## config.mk

```make
export PLATFORM = sky130hd
export DESIGN_NAME = serial_multiplier_flat
export DESIGN_NICKNAME = d
export VERILOG_FILES = /design/src/rtl/mersenne_pkg.sv /design/src/rtl/serial_multiplier_if.sv /design/src/rtl/serial_full_adder.sv /design/src/rtl/serial_multiplier.sv /design/src/flat_wrapper.sv
export SDC_FILE = /design/constraint.sdc
export NUM_CORES = 1
export LEC_CHECK = 0
export BUFFER_PORTS_ARGS = -buffer_cell sky130_fd_sc_hd__buf_2
export CAP_MARGIN = 20
export CORE_AREA = 4 4 96 98
export CTS_CLUSTER_DIAMETER = 120
export CTS_CLUSTER_SIZE = 28
export DETAILED_ROUTE_END_ITERATION = 16
export DIE_AREA = 0 0 100 102
export GPL_ROUTABILITY_DRIVEN = 1
export GPL_TIMING_DRIVEN = 0
export SETUP_SLACK_MARGIN = 0.05
export SLEW_MARGIN = 20
export SYNTH_ARGS = -nofsm -noshare
export SYNTH_HDL_FRONTEND = slang
export SYNTH_SLANG_ARGS = --single-unit
```

## constraint.sdc

```tcl
create_clock -name clk -period 6.9 [get_ports clk]
set_input_delay 0.345 -clock clk [delete_from_list [all_inputs] [get_ports clk]]
set_output_delay 0.345 -clock clk [all_outputs]
set_load 0.05 [all_outputs]
```

## src/rtl/mersenne_pkg.sv

```systemverilog
// Shared vocabulary for the Mersenne datapath: operand width, FSM state
// encodings for the multiplier and the modulo checker, and small bit helpers.
package mersenne_pkg;

  localparam int NUMBER_LENGTH = 9;

  typedef enum logic [1:0] {
    S_IDLE = 2'd0,
    S_SCAN = 2'd1,
    S_ADD  = 2'd2,
    S_DONE = 2'd3
  } mult_state_t;

  // Checker states share the 2-bit encoding space with the multiplier.
  localparam logic [1:0] S_COMP = 2'd1;
  localparam logic [1:0] S_SUB  = 2'd2;
  localparam logic [1:0] S_END  = 2'd3;

  function automatic logic majority(input logic x, input logic y, input logic z);
    return (x & y) | (x & z) | (y & z);
  endfunction

endpackage

```

## src/rtl/serial_multiplier_if.sv

```systemverilog
// Start/result handshake between a requester and the bit-serial multiplier.
interface serial_multiplier_if #(
  parameter int N = mersenne_pkg::NUMBER_LENGTH
) ();

  logic             start;
  logic [N-1:0]     a;
  logic [N-1:0]     b;
  logic             busy;
  logic             done;
  logic [2*N-1:0]   product;

  modport master (
    output start, a, b,
    input  busy, done, product
  );

  modport slave (
    input  start, a, b,
    output busy, done, product
  );

endinterface

```

## src/rtl/serial_full_adder.sv

```systemverilog
// One-bit full adder with a registered carry; the sum is combinational so the
// caller can write it back into its accumulator on the same edge.
module serial_full_adder
  import mersenne_pkg::*;
(
  input  logic clk,
  input  logic rst,
  input  logic clr,
  input  logic en,
  input  logic x,
  input  logic y,
  output logic sum,
  output logic carry,
  output logic carry_next
);

  logic carry_reg;

  assign sum        = x ^ y ^ carry_reg;
  assign carry_next = majority(x, y, carry_reg);
  assign carry      = carry_reg;

  always_ff @(posedge clk) begin
    if (rst || clr) begin
      carry_reg <= 1'b0;
    end else if (en) begin
      carry_reg <= carry_next;
    end
  end

endmodule

```

## src/rtl/serial_multiplier.sv

```systemverilog
// Bit-serial shift-and-add multiplier: scans multiplier bits and, for each set
// bit, ripples the multiplicand into the accumulator one full-adder step per clock.
module serial_multiplier
  import mersenne_pkg::*;
#(
  parameter int N = NUMBER_LENGTH
) (
  input  logic                clk,
  input  logic                rst,
  serial_multiplier_if.slave  bus
);

  localparam int IW = $clog2(N + 1);
  localparam int AW = $clog2(2 * N);

  mult_state_t      state_reg, state_next;
  logic [N-1:0]     a_reg, b_reg;
  logic [2*N-1:0]   acc_reg, acc_next;
  logic [IW-1:0]    row_reg, col_reg;
  logic [2*N-1:0]   product_reg;
  logic             busy_reg, busy_next;
  logic             done_reg, done_next;

  logic [AW-1:0]    bit_idx;
  logic             fa_x, fa_y, fa_sum, fa_carry, fa_carry_next;
  logic             fa_clr, fa_en;
  logic             row_at_end, col_at_end;

  assign row_at_end = (row_reg == IW'(N));
  assign col_at_end = (col_reg == IW'(N));
  assign bit_idx    = AW'(row_reg) + AW'(col_reg);

  // Past the top of the multiplicand the adder only propagates the carry.
  assign fa_x = (col_reg < IW'(N)) ? a_reg[col_reg] : 1'b0;
  assign fa_y = acc_reg[bit_idx];

  serial_full_adder u_fa (
    .clk        (clk),
    .rst        (rst),
    .clr        (fa_clr),
    .en         (fa_en),
    .x          (fa_x),
    .y          (fa_y),
    .sum        (fa_sum),
    .carry      (fa_carry),
    .carry_next (fa_carry_next)
  );

  // Only the accumulator bit under the current row+col position is rewritten.
  generate
    for (genvar gi = 0; gi < 2 * N; gi++) begin : g_acc
      assign acc_next[gi] = (bit_idx == AW'(gi)) ? fa_sum : acc_reg[gi];
    end
  endgenerate

  // State register
  always_ff @(posedge clk) begin
    if (rst) begin
      state_reg <= S_IDLE;
    end else begin
      state_reg <= state_next;
    end
  end

  // Next-state logic
  always_comb begin
    state_next = state_reg;
    case (state_reg)
      S_IDLE: if (bus.start) state_next = S_SCAN;
      S_SCAN: begin
        if (row_at_end)            state_next = S_DONE;
        else if (b_reg[row_reg])   state_next = S_ADD;
      end
      S_ADD:  if (col_at_end) state_next = S_SCAN;
      S_DONE: state_next = S_IDLE;
      default: state_next = S_IDLE;
    endcase
  end

  // Output / control decode
  always_comb begin
    busy_next = (state_next == S_SCAN) || (state_next == S_ADD);
    done_next = (state_next == S_DONE);
    fa_en     = (state_reg == S_ADD);
    fa_clr    = ((state_reg == S_IDLE) && bus.start) ||
                ((state_reg == S_SCAN) && (state_next == S_ADD));
  end

  // Datapath registers
  always_ff @(posedge clk) begin
    if (rst) begin
      a_reg       <= '0;
      b_reg       <= '0;
      acc_reg     <= '0;
      row_reg     <= '0;
      col_reg     <= '0;
      product_reg <= '0;
      busy_reg    <= 1'b0;
      done_reg    <= 1'b0;
    end else begin
      busy_reg <= busy_next;
      done_reg <= done_next;
      case (state_reg)
        S_IDLE: begin
          if (bus.start) begin
            a_reg   <= bus.a;
            b_reg   <= bus.b;
            acc_reg <= '0;
            row_reg <= '0;
            col_reg <= '0;
          end
        end
        S_SCAN: begin
          if (row_at_end) begin
            product_reg <= acc_reg;
          end else if (b_reg[row_reg]) begin
            col_reg <= '0;
          end else begin
            row_reg <= row_reg + 1'b1;
          end
        end
        S_ADD: begin
          acc_reg <= acc_next;
          if (col_at_end) begin
            row_reg <= row_reg + 1'b1;
          end else begin
            col_reg <= col_reg + 1'b1;
          end
        end
        default: ;
      endcase
    end
  end

  assign bus.busy    = busy_reg;
  assign bus.done    = done_reg;
  assign bus.product = product_reg;

endmodule

```

## src/flat_wrapper.sv

```systemverilog
// flat-port wrapper written by rule: the top's interface ports become plain ports
module serial_multiplier_flat import mersenne_pkg::*;
#(
  parameter int N = NUMBER_LENGTH
)
  (clk, rst, bus_start, bus_a, bus_b, bus_busy, bus_done, bus_product);
  serial_multiplier_if #(.N(N)) bus_i ();
  input  logic clk;
  input  logic rst;
  input wire logic [$bits(bus_i.start)-1:0] bus_start;
  input wire logic [$bits(bus_i.a)-1:0] bus_a;
  input wire logic [$bits(bus_i.b)-1:0] bus_b;
  output wire logic [$bits(bus_i.busy)-1:0] bus_busy;
  output wire logic [$bits(bus_i.done)-1:0] bus_done;
  output wire logic [$bits(bus_i.product)-1:0] bus_product;
  assign bus_i.start = bus_start;
  assign bus_i.a = bus_a;
  assign bus_i.b = bus_b;
  assign bus_busy = bus_i.busy;
  assign bus_done = bus_i.done;
  assign bus_product = bus_i.product;
  serial_multiplier #(.N(N)) u_core (.clk(clk), .rst(rst), .bus(bus_i));
endmodule
```

==> results of run 1 <==
==> metrics by stage <==
| step | setup WS (ns) | power [mW] | hold WS (ns) |
|---|---|---|---|
| 3_3_place_gp | 2.45 | 0.534 | 0.441 |
| 6_report | 2.34 | 0.908 | 0.226 |
| 4_1_cts | 2.36 | 0.917 | 0.217 |
| 2_1_floorplan | 2.98 | 0.502 | 0.432 |
| 3_5_place_dp | 2.35 | 0.536 | 0.445 |
| 5_1_grt | 2.12 | 0.948 | 0.222 |
==> synth_stat cells, types with 2 or more instances <==
library cell  count  share of area
ha_1             15          0.057
buf_2             3         0.0046
nor4_1            2         0.0038
a21o_1            3         0.0068
nor4b_1           2         0.0053
nand2_1          81          0.092
nand3b_1          5          0.011
clkbuf_1         17          0.019
nor3_1            3         0.0046
dfxtp_1          67           0.41
inv_1             8         0.0091
a31oi_1           3         0.0057
or3_1             3         0.0057
nand4_1           2         0.0038
xor2_1            2         0.0053
o211ai_1          2         0.0046
nor2b_1           3         0.0057
mux2i_1          10          0.030
nand3_1           8          0.012
nand4b_1          2         0.0053
a2111oi_0         2         0.0053
o311ai_0         16          0.043
a21oi_1          45          0.068
nor2_1           12          0.014
fa_1              2          0.012
mux4_2            7          0.048
o41ai_1          16          0.043
buf_1             4         0.0046
o21ai_0           8          0.012
xnor2_1           2         0.0053
==> cells by family after synthesis <==
family | synth area share
buffers and inverters | 0.0411
flip-flops | 0.408
AO/OA/AOI/OAI | 0.206
multiplexers | 0.0897
XOR/XNOR | 0.0106
AND/OR/NAND/NOR | 0.176
adder cells (fa/ha/maj) | 0.0692
==> routing by layer <==
metal	vias up	track usage	wire length, um
met5	-	0	0
met4	0	0.0674	178
met3	17	0.0328	411
met2	73	0.293	4090
met1	1374	0.201	3580
li1	1469	-	-
==> power groups by stage <==
| stage | logic [mW] | clock network (mW) | registers [mW] |
|---|---|---|---|
| global route | 0.132 | 0.405 | 0.411 |
| finish | 0.118 | 0.382 | 0.409 |
| detailed placement | 0.118 | 0 | 0.418 |
| global placement | 0.116 | 0 | 0.418 |
| floorplan | 0.0816 | 0 | 0.421 |
| CTS | 0.118 | 0.390 | 0.409 |
==> worst max-delay path, stage by stage, from the launching register on <==
cell and delay, ns:
dfxtp_1 0.42, ha_1 0.29, fa_1 0.53, clkbuf_1 0.40, mux4_2 0.56, mux4_2 0.48, a32o_1 0.24, fa_1 0.48
nand3b_1 0.30, clkbuf_1 0.33, o41ai_1 0.41
==> final cells by class <==
class / instances / area [sq um] / share of cell area
inverter: 8 / 30.0 / 0.00778
buffer: 25 / 105 / 0.0272
clock inverter: 6 / 95.1 / 0.0246
sequential: 67 / 1340 / 0.348
timing repair buffer: 40 / 200 / 0.0519
clock buffer: 10 / 138 / 0.0357
multi-input combinational: 270 / 1810 / 0.470
tap: 108 / 135 / 0.0350
==> worst max-delay path by stage <==
stage / slack [ns] / depth (start not counted) / from / to
detailed placement: 2.35 / 10 / u_core.col_reg[0]$_SDFFE_PP0P_ / u_core.acc_reg[0]$_SDFFE_PP0P_
CTS: 2.36 / 10 / u_core.col_reg[0]$_SDFFE_PP0P_ / u_core.acc_reg[2]$_SDFFE_PP0P_
finish: 2.34 / 10 / u_core.col_reg[0]$_SDFFE_PP0P_ / u_core.acc_reg[2]$_SDFFE_PP0P_
global route: 2.12 / 10 / u_core.col_reg[0]$_SDFFE_PP0P_ / u_core.acc_reg[4]$_SDFFE_PP0P_
floorplan: 2.98 / 10 / u_core.col_reg[0]$_SDFFE_PP0P_ / u_core.acc_reg[4]$_SDFFE_PP0P_
global placement: 2.45 / 10 / u_core.col_reg[0]$_SDFFE_PP0P_ / u_core.acc_reg[1]$_SDFFE_PP0P_
==> flow_summary.ini, run 1 <==
[placed_design]
dpl_cell_area_sq_um = 3630
port_buffers = 40
dp_hpwl_mm = 6.14
dp.cells = 518
finalWeightedCongestion = 0.854

[timing]
finalSetupViolations = 0
fmax_ghz = 0.219
finalSetupTns_ns = 0
finalCritPeriodShare = 0.661
post-route-min-period_ns = 4.56
relSlewSlack = 0.474
rsz0062_at_grt = no
max_slew.worst_pin.slew_ns = 0.783
skew_ns = 0.0107
drv_slew = 0
hold_viol = 0

[floorplan]
io_pins = 41
num_rows = 34
die_h_um = 102
design.die.area_sq_um = 10200
coreArea_sq_um = 8470
start_util = 0.389
die_width_um = 100

[yosys]
synthArstFlopShare = 0
synth_cells = 370
ys_ff_latch = 67
synthFlopType = dfxtp_1
yosysWarnings = 0
syn_nets = 408
synth-edff-count = 0
yosys.cell_types.count = 45
synth_area_sq_um = 3290
syn-mean-instance-area_sq_um = 8.89
ys_seq_area_frac = 0.408

[setup_path]
rrSetupSlack_ns = 2.34
cp_max_fo = 10
critPathArrivalTime_ns = 4.78
worstReg2RegStart = u_core.col_reg[0]$_SDFFE_PP0P_
cp-start-kind = register
rr_endpoint = u_core.acc_reg[2]$_SDFFE_PP0P_
reg2reg_depth = 10
cp-end-kind = register
cp.required_ns = 7.13
critPathKind = register to register

[detailed_routing]
routedWlPerCell_um = 15.5
dr.first_iter.drc_count = 83
final_antenna_net_count = 0
routed_wl_mm = 8.26
vias_per_cell = 5.49
drc = 0
via_count = 2933
first_pass_iters = 4

[flow_run]
cap_violations = 0

[clock_network]
insertion_delay_ns = 0.35
root_buffer = clkbuf_8
cts_setup_buffers = 0
cts_sinks = 67
cts_tree = yes
path_clk_slew_ns = 0.08
post_cts_resize_count = 0
clk_path_buf_depth = 2
cts_htree_levels = 3
cts_made_buffers = 9
holdBufCountCts = 0

[min_path]
worstHoldPathType = input port to register
hold_path_depth = 3
worstHoldStart = bus_a[6]
min_to = u_core.a_reg[6]$_SDFFE_PP0P_

[cells_and_area]
n_antenna_cell = 0
area_growth_pct = 17.3
fin_area_sq_um = 3860
final_cells = 534
final_cell_mix = nand2_1, dfxtp_1, a21oi_1, buf_2, clkbuf_1
num-fill-cells = 862
layout_commonest_cell = nand2_1
fin_util = 0.456
drive_above_1_share = 0.160
nets = 459

[global_routing]
grt_pass1_wl_mm = 13.7
antenna_found_initial = 0
grt_pass1_vias = 2866
grt_max_degree = 14
overflow = 0
grt_usage = 0.167

[run_status]
status = finished, final reports clean

[power]
ir_worst_vdd_v = 0.000163
power.density_nw_per_um2 = 235
switching_power_uw = 249
p_comb_frac = 0.130
p_int_uw = 659
p_clk_frac = 0.420
p_sw_frac = 0.274
power_leakage_nw = 1.49
seqPwrFrac = 0.450
Note: power is estimated with default switching activity, not from simulation.
==> inputs of run 2 (changes only) <==
- ABC_AREA: default -> 1
- CORE_AREA: 4 4 96 98 -> 4 4 98 100
- DIE_AREA: 0 0 100 102 -> 0 0 102 104
- clock period: 6.9 -> 4.3 ns (I/O delays scaled with it)
==> run 2 against run 1 <==
Cell count up 23%; first-iteration DRC count up 120%; core utilization about the same; design area up 2.5%; register-to-register slack worse by 1.9 ns; worst setup slack worse by 1.9 ns; clock skew down 0.0013 ns; synthesized cell count up 33%; synthesized area up 5.1%; largest cell class unchanged.
==> flow_summary.ini, run 2 <==
[setup_path]
cp-start-kind = register
reg2reg_depth = 15
critPathBufInv = 2
critPathTopFamily = adder cells
cp.required_ns = 4.53
cp_max_fo = 10
critPathKind = register to register
cp-end-kind = register
crit_cells = 15
critPathArrivalTime_ns = 4.07
worst_path_max_delay_cell = fa_1
cpMostUsedCell = nand2_1
max_stage_delay_ns = 0.54
cp_cell_sequence = ha_1 > fa_1 > clkbuf_1 > nor2_1 > nand2_1 > o211ai_1 > nand3_1 > nand4_1 > a21oi_1 > fa_1 > nand2_1 > clkbuf_1 > nand3_1 > nand2_1 > nor2_1

[yosys]
synth_cells = 493
synthFlopType = dfxtp_1
synthArstFlopShare = 0
synthSimpleGateAreaFrac = 0.287
synth_area_sq_um = 3460
yosys.cell_types.count = 34
synthAdderAreaFrac = 0.0658
ys_ff_latch = 67
synth_top_family_by_area = simple AND/OR/NAND/NOR gates
synth_xor_area_frac = 0.0152
synth.area.mux_share = 0
yosysWarnings = 0
yosysTopAreaCell = dfxtp_1
synth_common_cells = nor2_1, nand2_1, dfxtp_1
yosys-top-cells-area = dfxtp_1, nor2_1, o21ai_0
synth_compound_area_frac = 0.181
synth_top_area_share = 0.388
syn_nets = 531
post-synth-top-count-cell = nor2_1
synth-edff-count = 0
syn-mean-instance-area_sq_um = 7.01
ys_seq_area_frac = 0.388

[cells_and_area]
multi_input_area_sq_um = 1900
final_cell_mix = nor2_1, nand2_1, dfxtp_1, o21ai_0, buf_2
layout_commonest_cell = nor2_1
regArea_sq_um = 1340
drive_above_1_share = 0.137
final_cells = 655
num-fill-cells = 940
nets = 581
area_growth_pct = 14.4
n_antenna_cell = 0

[clock_network]
cts_sinks = 67
root_buffer = clkbuf_8
cts_made_buffers = 9
post_cts_resize_count = 0
insertion_delay_ns = 0.34
holdBufCountCts = 0
cts_setup_buffers = 0
cts_tree = yes
clk_path_buf_depth = 2
path_clk_slew_ns = 0.08
cts_htree_levels = 3

[detailed_routing]
dr.first_iter.drc_count = 185
vias_per_cell = 5.07
drc = 0
first_pass_iters = 5
routed_wl_mm = 8.70
final_antenna_net_count = 0
via_count = 3322
routedWlPerCell_um = 13.3

[global_routing]
antenna_found_initial = 0
grt_pass1_wl_mm = 14.6
grt_usage = 0.171
grt_pass1_vias = 3050
overflow = 0
grt_max_degree = 12

[placed_design]
dp.cells = 640
finalWeightedCongestion = 0.895
port_buffers = 39
dp_hpwl_mm = 6.45

[floorplan]
die_width_um = 102
num_rows = 34
start_util = 0.399
io_pins = 41
design.die.area_sq_um = 10600
coreArea_sq_um = 8680
die_h_um = 104

[timing]
finalSetupTns_ns = 0
finalCritPeriodShare = 0.893
skew_ns = 0.00943
fmax_ghz = 0.261
drv_slew = 0
relSlewSlack = 0.614
post-route-min-period_ns = 3.84
rsz0062_at_grt = no
max_slew.worst_pin.slew_ns = 0.578
hold_viol = 0
finalSetupViolations = 0

[power]
power_leakage_nw = 1.78
ir_worst_vdd_v = 0.000203
power.density_nw_per_um2 = 491

[flow_run]
cap_violations = 0

[min_path]
hold_path_depth = 3
worstHoldPathType = input port to register

[run_status]
status = finished, final reports clean
-- run 2: cell count changes after synthesis, sizes merged, moves of 5 or more --
cell / delta
mux4: -8
o311ai: -16
clkbuf: -5
mux2i: -10
o41ai: -16
inv: +25
nor2: +94
o21ai: +58
nand3: +33
nand2: -9
nand4: +9
-- run 2: metrics by stage --
step	instance area, sq um	setup slack, ns	utilization	hold slack, ns	power, mW
after floorplan	3460	1.09	-	0.382	1.33
after global placement	3790	0.492	0.437	0.446	1.49
after detailed placement	3790	0.458	0.437	0.446	1.49
after CTS	3960	0.442	0.456	0.108	1.96
after global routing	3960	0.134	0.456	0.126	2.11
final	3960	0.462	0.456	0.119	1.94
-- run 2: per-layer routing --
layer,up-vias,share of wire,track usage
met2,68,0.44,0.249
met1,1503,0.49,0.247
met5,-,0,0
li1,1738,-,-
met4,0,0.017,0.0628
met3,13,0.055,0.0355
-- run 2: final cells by class --
type | count | share of cell area
Clock inverter | 5 | 0.00759
Sequential cell | 67 | 0.339
Buffer | 21 | 0.0225
Inverter | 35 | 0.0332
Timing Repair Buffer | 39 | 0.0493
Multi-Input combinational cell | 370 | 0.479
Tap cell | 108 | 0.0342
Clock buffer | 10 | 0.0348
-- run 2: logic make-up (layout without fill, tap and decap cells) --
logic type,Yosys count,count (layout)
buf+inv,56,110
compound gates,116,116
flops,67,67
xor+xnor,3,3
fa+ha+maj,17,17
simple gates,234,234
-- run 2: power breakdown --
part	switching, mW	total (mW)	internal [mW]	leakage [nW]
clock network	0.240	0.459	0.218	0.0839
logic	0.469	0.707	0.238	1.15
registers	0.0672	0.777	0.710	0.549
-- run 2: worst reg2reg max path: cells and delay by family, from the launching register on --
family	cells	cell delay (ns)
AO/OA/AOI/OAI	2	0.27
buffers and inverters	2	0.78
adder cells (fa/ha/maj)	3	1.25
flip-flops	1	0.42
AND/OR/NAND/NOR	8	1.01
-- run 2: final timing paths --
path | from | endpoint | slack [ns]
max | u_core.row_reg[0]$_SDFFE_PP0P_ | u_core.acc_reg[3]$_SDFFE_PP0P_ | 0.46
min | bus_a[3] | u_core.a_reg[3]$_SDFFE_PP0P_ | 0.12
max reg2reg | u_core.row_reg[0]$_SDFFE_PP0P_ | u_core.acc_reg[3]$_SDFFE_PP0P_ | 0.46
min reg2reg | u_core.b_reg[1]$_SDFFE_PP0P_ | u_core.b_reg[1]$_SDFFE_PP0P_ | 0.46
